--- config.mk ---
export PLATFORM = sky130hd
export DESIGN_NAME = led_flag_handshake
export DESIGN_NICKNAME = d
export VERILOG_FILES = /design/src/rtl/led_flags_pkg.sv /design/src/rtl/led_flag_sync.sv /design/src/rtl/led_flag_handshake.sv
export SDC_FILE = /design/constraint.sdc
export NUM_CORES = 1
export LEC_CHECK = 0
export BUFFER_PORTS_ARGS = -buffer_cell sky130_fd_sc_hd__clkbuf_2
export CAP_MARGIN = 20
export CORE_ASPECT_RATIO = 1.2
export CORE_UTILIZATION = 45
export CTS_CLUSTER_DIAMETER = 100
export DETAILED_ROUTE_END_ITERATION = 7
export PLACE_DENSITY_LB_ADDON = 0.3
export SETUP_SLACK_MARGIN = 0.05
export SYNTH_ARGS = -nofsm -noshare
export SYNTH_HDL_FRONTEND = slang
export SYNTH_HIERARCHICAL = 1
export SYNTH_SLANG_ARGS = --single-unit
--- constraint.sdc ---
create_clock -name clk -period 2.2 [get_ports clk]
set_clock_uncertainty 0.1 [all_clocks]
set_input_delay 0.55 -clock clk [delete_from_list [all_inputs] [get_ports clk]]
set_output_delay 0.55 -clock clk [all_outputs]
set_load 0.005 [all_outputs]
--- src/rtl/led_flags_pkg.sv ---
// Shared definitions for the LED panel flag-port handshake block:
// flag bit positions, output-enable mask, command codes and FSM states.
package led_flags_pkg;

   // Bit positions on the 8-bit bidirectional flag port
   localparam int FLAG_REQ    = 0;
   localparam int FLAG_ACK    = 1;
   localparam int FLAG_CMD_LO = 2;
   localparam int FLAG_BUSY   = 4;
   localparam int FLAG_ERR    = 5;

   // Bits owned (driven) by the fabric: ACK, BUSY, ERR
   localparam logic [7:0] FLAGS_OE_MASK = 8'h32;

   // Panel command codes carried in the CMD field
   localparam logic [1:0] CMD_NOP   = 2'd0;
   localparam logic [1:0] CMD_SWAP  = 2'd1;
   localparam logic [1:0] CMD_CLEAR = 2'd2;
   localparam logic [1:0] CMD_BLIT  = 2'd3;

   // Handshake FSM states
   typedef enum logic [1:0] {
      IDLE  = 2'd0,
      ISSUE = 2'd1,
      EXEC  = 2'd2,
      DONE  = 2'd3
   } fsm_state_t;

endpackage

--- src/rtl/led_flag_sync.sv ---
// Multi-flop synchroniser for the asynchronous flag bus plus the REQ
// rising-edge detector. SYNC_STAGES is meant to be 2 or 3.
// The REQ bit of every stage resets high: a REQ that is already asserted
// when reset is released then looks like a steady high, not a new rise,
// and the CPU must drop and re-raise REQ before a request is seen.
module led_flag_sync
   import led_flags_pkg::*;
#(
   parameter int SYNC_STAGES = 2
) (
   input  logic       clk,
   input  logic       reset,
   input  logic [7:0] flags_in,
   output logic [7:0] flags_s,
   output logic       req_s,
   output logic       req_rise
);

   localparam logic [7:0] SYNC_RST = 8'(1) << FLAG_REQ;

   logic [7:0] sync_q [SYNC_STAGES];
   logic       req_d_q;

   // Shift the pad value through the synchroniser chain and delay REQ once more
   always_ff @(posedge clk or posedge reset) begin
      if (reset) begin
         for (int i = 0; i < SYNC_STAGES; i++) begin
            sync_q[i] <= SYNC_RST;
         end
         req_d_q <= 1'b1;
      end else begin
         sync_q[0] <= flags_in;
         for (int i = 1; i < SYNC_STAGES; i++) begin
            sync_q[i] <= sync_q[i-1];
         end
         req_d_q <= sync_q[SYNC_STAGES-1][FLAG_REQ];
      end
   end

   assign flags_s  = sync_q[SYNC_STAGES-1];
   assign req_s    = flags_s[FLAG_REQ];
   assign req_rise = req_s & ~req_d_q;

endmodule

--- src/rtl/led_flag_handshake.sv ---
// Fabric-side consumer of the CPU flag port. Runs a four-phase REQ/ACK
// handshake with the CPU and turns each request into one valid/ready
// command toward the panel framebuffer controller, with a cmd_done timeout.
//
// Command handshake: cmd_valid rises with a request and, together with
// cmd_code, stays stable until the cycle where cmd_valid & cmd_ready are both
// high; that cycle is the transfer and cmd_valid is low in the next cycle.
//
// Optional macro LED_FLAG_HANDSHAKE_IRQ_EN: when defined, irq is a registered
// level high for exactly the time the FSM sits in DONE; otherwise irq is 0.
module led_flag_handshake
   import led_flags_pkg::*;
#(
   parameter int SYNC_STAGES    = 2,
   parameter int TIMEOUT_CYCLES = 65535,
   parameter int TW             = 16
) (
   input  logic       clk,
   input  logic       reset,
   input  logic [7:0] flags_in,
   output logic [7:0] flags_out,
   output logic [7:0] flags_oe,
   output logic       cmd_valid,
   input  logic       cmd_ready,
   output logic [1:0] cmd_code,
   input  logic       cmd_done,
   output logic       irq,
   output fsm_state_t dbg_state
);

   localparam logic [TW-1:0] CNT_LAST = TW'(TIMEOUT_CYCLES - 1);

   logic [7:0] flags_s;
   logic       req_s;
   logic       req_rise;
   logic       unused_flags;

   fsm_state_t    state_q, state_d;
   logic [1:0]    cmd_code_q, cmd_code_d;
   logic          err_q, err_d;
   logic [TW-1:0] cnt_q, cnt_d;
   logic          cmd_valid_q;
   logic          busy_q;
   logic          ack_q;

   led_flag_sync #(
      .SYNC_STAGES (SYNC_STAGES)
   ) u_sync (
      .clk      (clk),
      .reset    (reset),
      .flags_in (flags_in),
      .flags_s  (flags_s),
      .req_s    (req_s),
      .req_rise (req_rise)
   );

   // Only REQ and CMD are consumed here; the rest of the bus is ignored
   assign unused_flags = ^{flags_s[7:4], flags_s[1:0]};

   // Next-state, command latch, error and timeout counter decisions
   always_comb begin
      state_d    = state_q;
      cmd_code_d = cmd_code_q;
      err_d      = err_q;
      cnt_d      = cnt_q;
      case (state_q)
         IDLE: begin
            if (req_rise) begin
               cmd_code_d = flags_s[FLAG_CMD_LO +: 2];
               err_d      = 1'b0;
               state_d    = ISSUE;
            end
         end
         ISSUE: begin
            if (cmd_valid_q && cmd_ready) begin
               cnt_d   = '0;
               state_d = EXEC;
            end
         end
         EXEC: begin
            cnt_d = cnt_q + TW'(1);
            // A completion in the final count still counts as success
            if (cmd_done) begin
               err_d   = 1'b0;
               state_d = DONE;
            end else if (cnt_q == CNT_LAST) begin
               err_d   = 1'b1;
               state_d = DONE;
            end
         end
         DONE: begin
            if (!req_s) begin
               state_d = IDLE;
            end
         end
         default: state_d = IDLE;
      endcase
   end

   // State and registered outputs, decoded from the next state so every
   // output pin comes straight from a flop
   always_ff @(posedge clk or posedge reset) begin
      if (reset) begin
         state_q     <= IDLE;
         cmd_code_q  <= CMD_NOP;
         err_q       <= 1'b0;
         cnt_q       <= '0;
         cmd_valid_q <= 1'b0;
         busy_q      <= 1'b0;
         ack_q       <= 1'b0;
      end else begin
         state_q     <= state_d;
         cmd_code_q  <= cmd_code_d;
         err_q       <= err_d;
         cnt_q       <= cnt_d;
         cmd_valid_q <= (state_d == ISSUE);
         busy_q      <= (state_d == ISSUE) || (state_d == EXEC);
         ack_q       <= (state_d == DONE);
      end
   end

`ifdef LED_FLAG_HANDSHAKE_IRQ_EN
   logic irq_q;

   // Completion interrupt: high for the whole DONE residency
   always_ff @(posedge clk or posedge reset) begin
      if (reset) begin
         irq_q <= 1'b0;
      end else begin
         irq_q <= (state_d == DONE);
      end
   end

   assign irq = irq_q;
`else
   assign irq = 1'b0;
`endif

   // Pack the block-owned flag bits; reserved and CPU-owned bits stay 0
   always_comb begin
      flags_out            = 8'h00;
      flags_out[FLAG_ACK]  = ack_q;
      flags_out[FLAG_BUSY] = busy_q;
      flags_out[FLAG_ERR]  = err_q;
   end

   assign flags_oe  = FLAGS_OE_MASK;
   assign cmd_valid = cmd_valid_q;
   assign cmd_code  = cmd_code_q;
   assign dbg_state = state_q;

endmodule

==> results.md <==
* CORE AREA at 3140 µm²
* CTS tree: built
* Top Layer Used: met4
* Final Cell Area at 1600 µm²
* Fmax achieved at 0.510 GHz
* CP startpoint: cnt_q[0]$_DFFE_PP0P_
* Yosys warning total at 6
* Run status: finished, final reports clean
* Nets at 173
* Final setup violation count at 0
* Initial Util at 48.2%
* Vias per inst at 5.13
* Initial antenna violation count at 0
* RSZ-0062 raised after global routing: no
* Clock Latency Late Sink at 0.32 ns
* CP Data Required Time at 2.35 ns
* FP Rows at 22
* Routed wl met2 at 1190 µm
* Postcts setup bufs at 0
* Iter 0 DRT Violations at 21
* Mapped Cells at 143
* Port bufs at 14
* Fill cell count at 289
* Cts bufs inserted at 5
* DRT Pass-1 Iters at 6
* Setup TNS at 0 ns
* Critical path endpoint category: register
* Worst r2r src: cnt_q[0]$_DFFE_PP0P_
* Die ar. at 3600 µm²
* Number of global-route vias before repair at 997
* Wirelength per Cell at 11.9 µm
* Peak VDD IR at 0.000589 V
* Routed met3 length at 118 µm
* Post-Route WL at 2310 µm
* Max-cap violations at 0
* Hold_buf cts at 0
* Placed cell area at 1530 µm²
* Worst hold path class: in -> async
* P&R area growth vs syn at 5.96%
* CTS Root Cell: clkbuf_4
* Worst EP arrival at 2.11 ns
* Synthesized area at 1510 µm²
* Global-route wire length before repair at 4130 µm
* Post-CTS sizing at 0
* Hold Fails Final Rpt at 0
* DRT met1 WL at 960 µm
* CTS clk-pin slew, worst paths at 0.09 ns
* # H-tree levels at 2
* CP startpoint kind: register
* Routed Antenna Nets at 0
* Die Span Y at 65.5 µm
* I/O pin cnt at 34
* Clock Sinks at 31
* Cell Pwr Density at 1070 nW/µm²
* Tot Pwr at 1.71 mW
* Dpl hpwl at 1740 µm
* Final min period at 1.96 ns
* CP Max Fanout at 7
* Die width at 54.9 µm
* Pins over their slew limit at 0
* GRT overflow at 0
* Clk buf depth at 2
* Largest net degree at the start of global routing at 25
* Pleak at 0.798 nW
* Layout cells sized above 1 at 20.9%
* Mean post-synth cell area at 10.6 µm²
* Period utilization at 89.1%
* Hold Worst Slack at 0.0342 ns
* CP Class: reg -> reg
* DRC Markers at 0
* Via count at 996
* GRT Overall Usage at 16.3%
* Antenna diodes at 0
* Routability cong. at 0.722
## worst max-delay path: stages (launching register included)
cell	delay (ns)
dfrtp_1	0.43
ha_1	0.19
and3_1	0.23
or3b_1	0.50
nor3_4	0.23
mux2i_1	0.19
## final cells by class
type / instances / area [µm²] / area share [%]
flip-flops and latches: 31 / 779 / 48.6
inverters: 7 / 26.3 / 1.64
multi-input cells: 95 / 591 / 36.8
repair buffers: 17 / 92.6 / 5.78
well taps: 36 / 45.0 / 2.81
clock buffers: 8 / 68.8 / 4.29
## sequential cells by signal, summed over array words and instances, names as in the netlist
name / flops
ack_q: 1
busy_q: 1
cmd_code: 2
cmd_valid: 1
cnt_q: 16
dbg_state: 2
err_q: 1
u_sync/flags_s: 3
u_sync/req_d_q: 1
u_sync/sync_q: 3
## per-stage QoR
| step | cells | utilization, % | setup slack, ns |
|---|---|---|---|
| 5_1_grt | 194 | 51.1 | 0.128 |
| 2_1_floorplan | 155 | - | 0.429 |
| 4_1_cts | 194 | 51.1 | 0.226 |
| 3_5_place_dp | 186 | 48.9 | 0.246 |
| 6_report | 194 | 51.1 | 0.240 |
| 3_3_place_gp | 186 | 48.9 | 0.304 |
## where the power goes
| group | leakage (nW) | internal [mW] | switching (mW) | total, mW |
|---|---|---|---|---|
| logic | 0.365 | 0.202 | 0.224 | 0.426 |
| registers | 0.394 | 0.744 | 0.173 | 0.917 |
| clock network | 0.0386 | 0.188 | 0.177 | 0.365 |
| total | 0.798 | 1.13 | 0.574 | 1.71 |
## per-layer routing
layer | track usage (%) | vias to the layer above
met3 | 5.09 | 6
met2 | 27.9 | 32
met5 | 0 | -
met1 | 18.1 | 476
met4 | 6.56 | 0
li1 | - | 482
## final timing paths
path / to / slack (ns) / cells past startpoint
worst max-delay path: cnt_q[14]$_DFFE_PP0P_ / 0.24 / 5
worst min-delay path: u_sync/sync_q[11]$_DFF_PP0_ / 0.03 / 2
worst max register to register: cnt_q[14]$_DFFE_PP0P_ / 0.24 / 5
worst min register to register: u_sync/flags_s[3]$_DFF_PP0_ / 0.26 / 0
max in group asynchronous: cnt_q[6]$_DFFE_PP0P_ / 1.61 / 3
min in group clk: u_sync/sync_q[8]$_DFF_PP1_ / 0.21 / 1
## placed cells by master (no fill, tap or decap), types with 4 or more instances in the layout
cell / count
conb_1: 14
clkbuf_2: 14
a21oi_1: 4
o21ai_0: 8
dfrtp_1: 28
nand3_1: 10
inv_1: 7
clkbuf_4: 5
nand2_1: 17
mux2i_1: 8
nand4_1: 4
ha_1: 4
(Power assumes the default switching activity.)
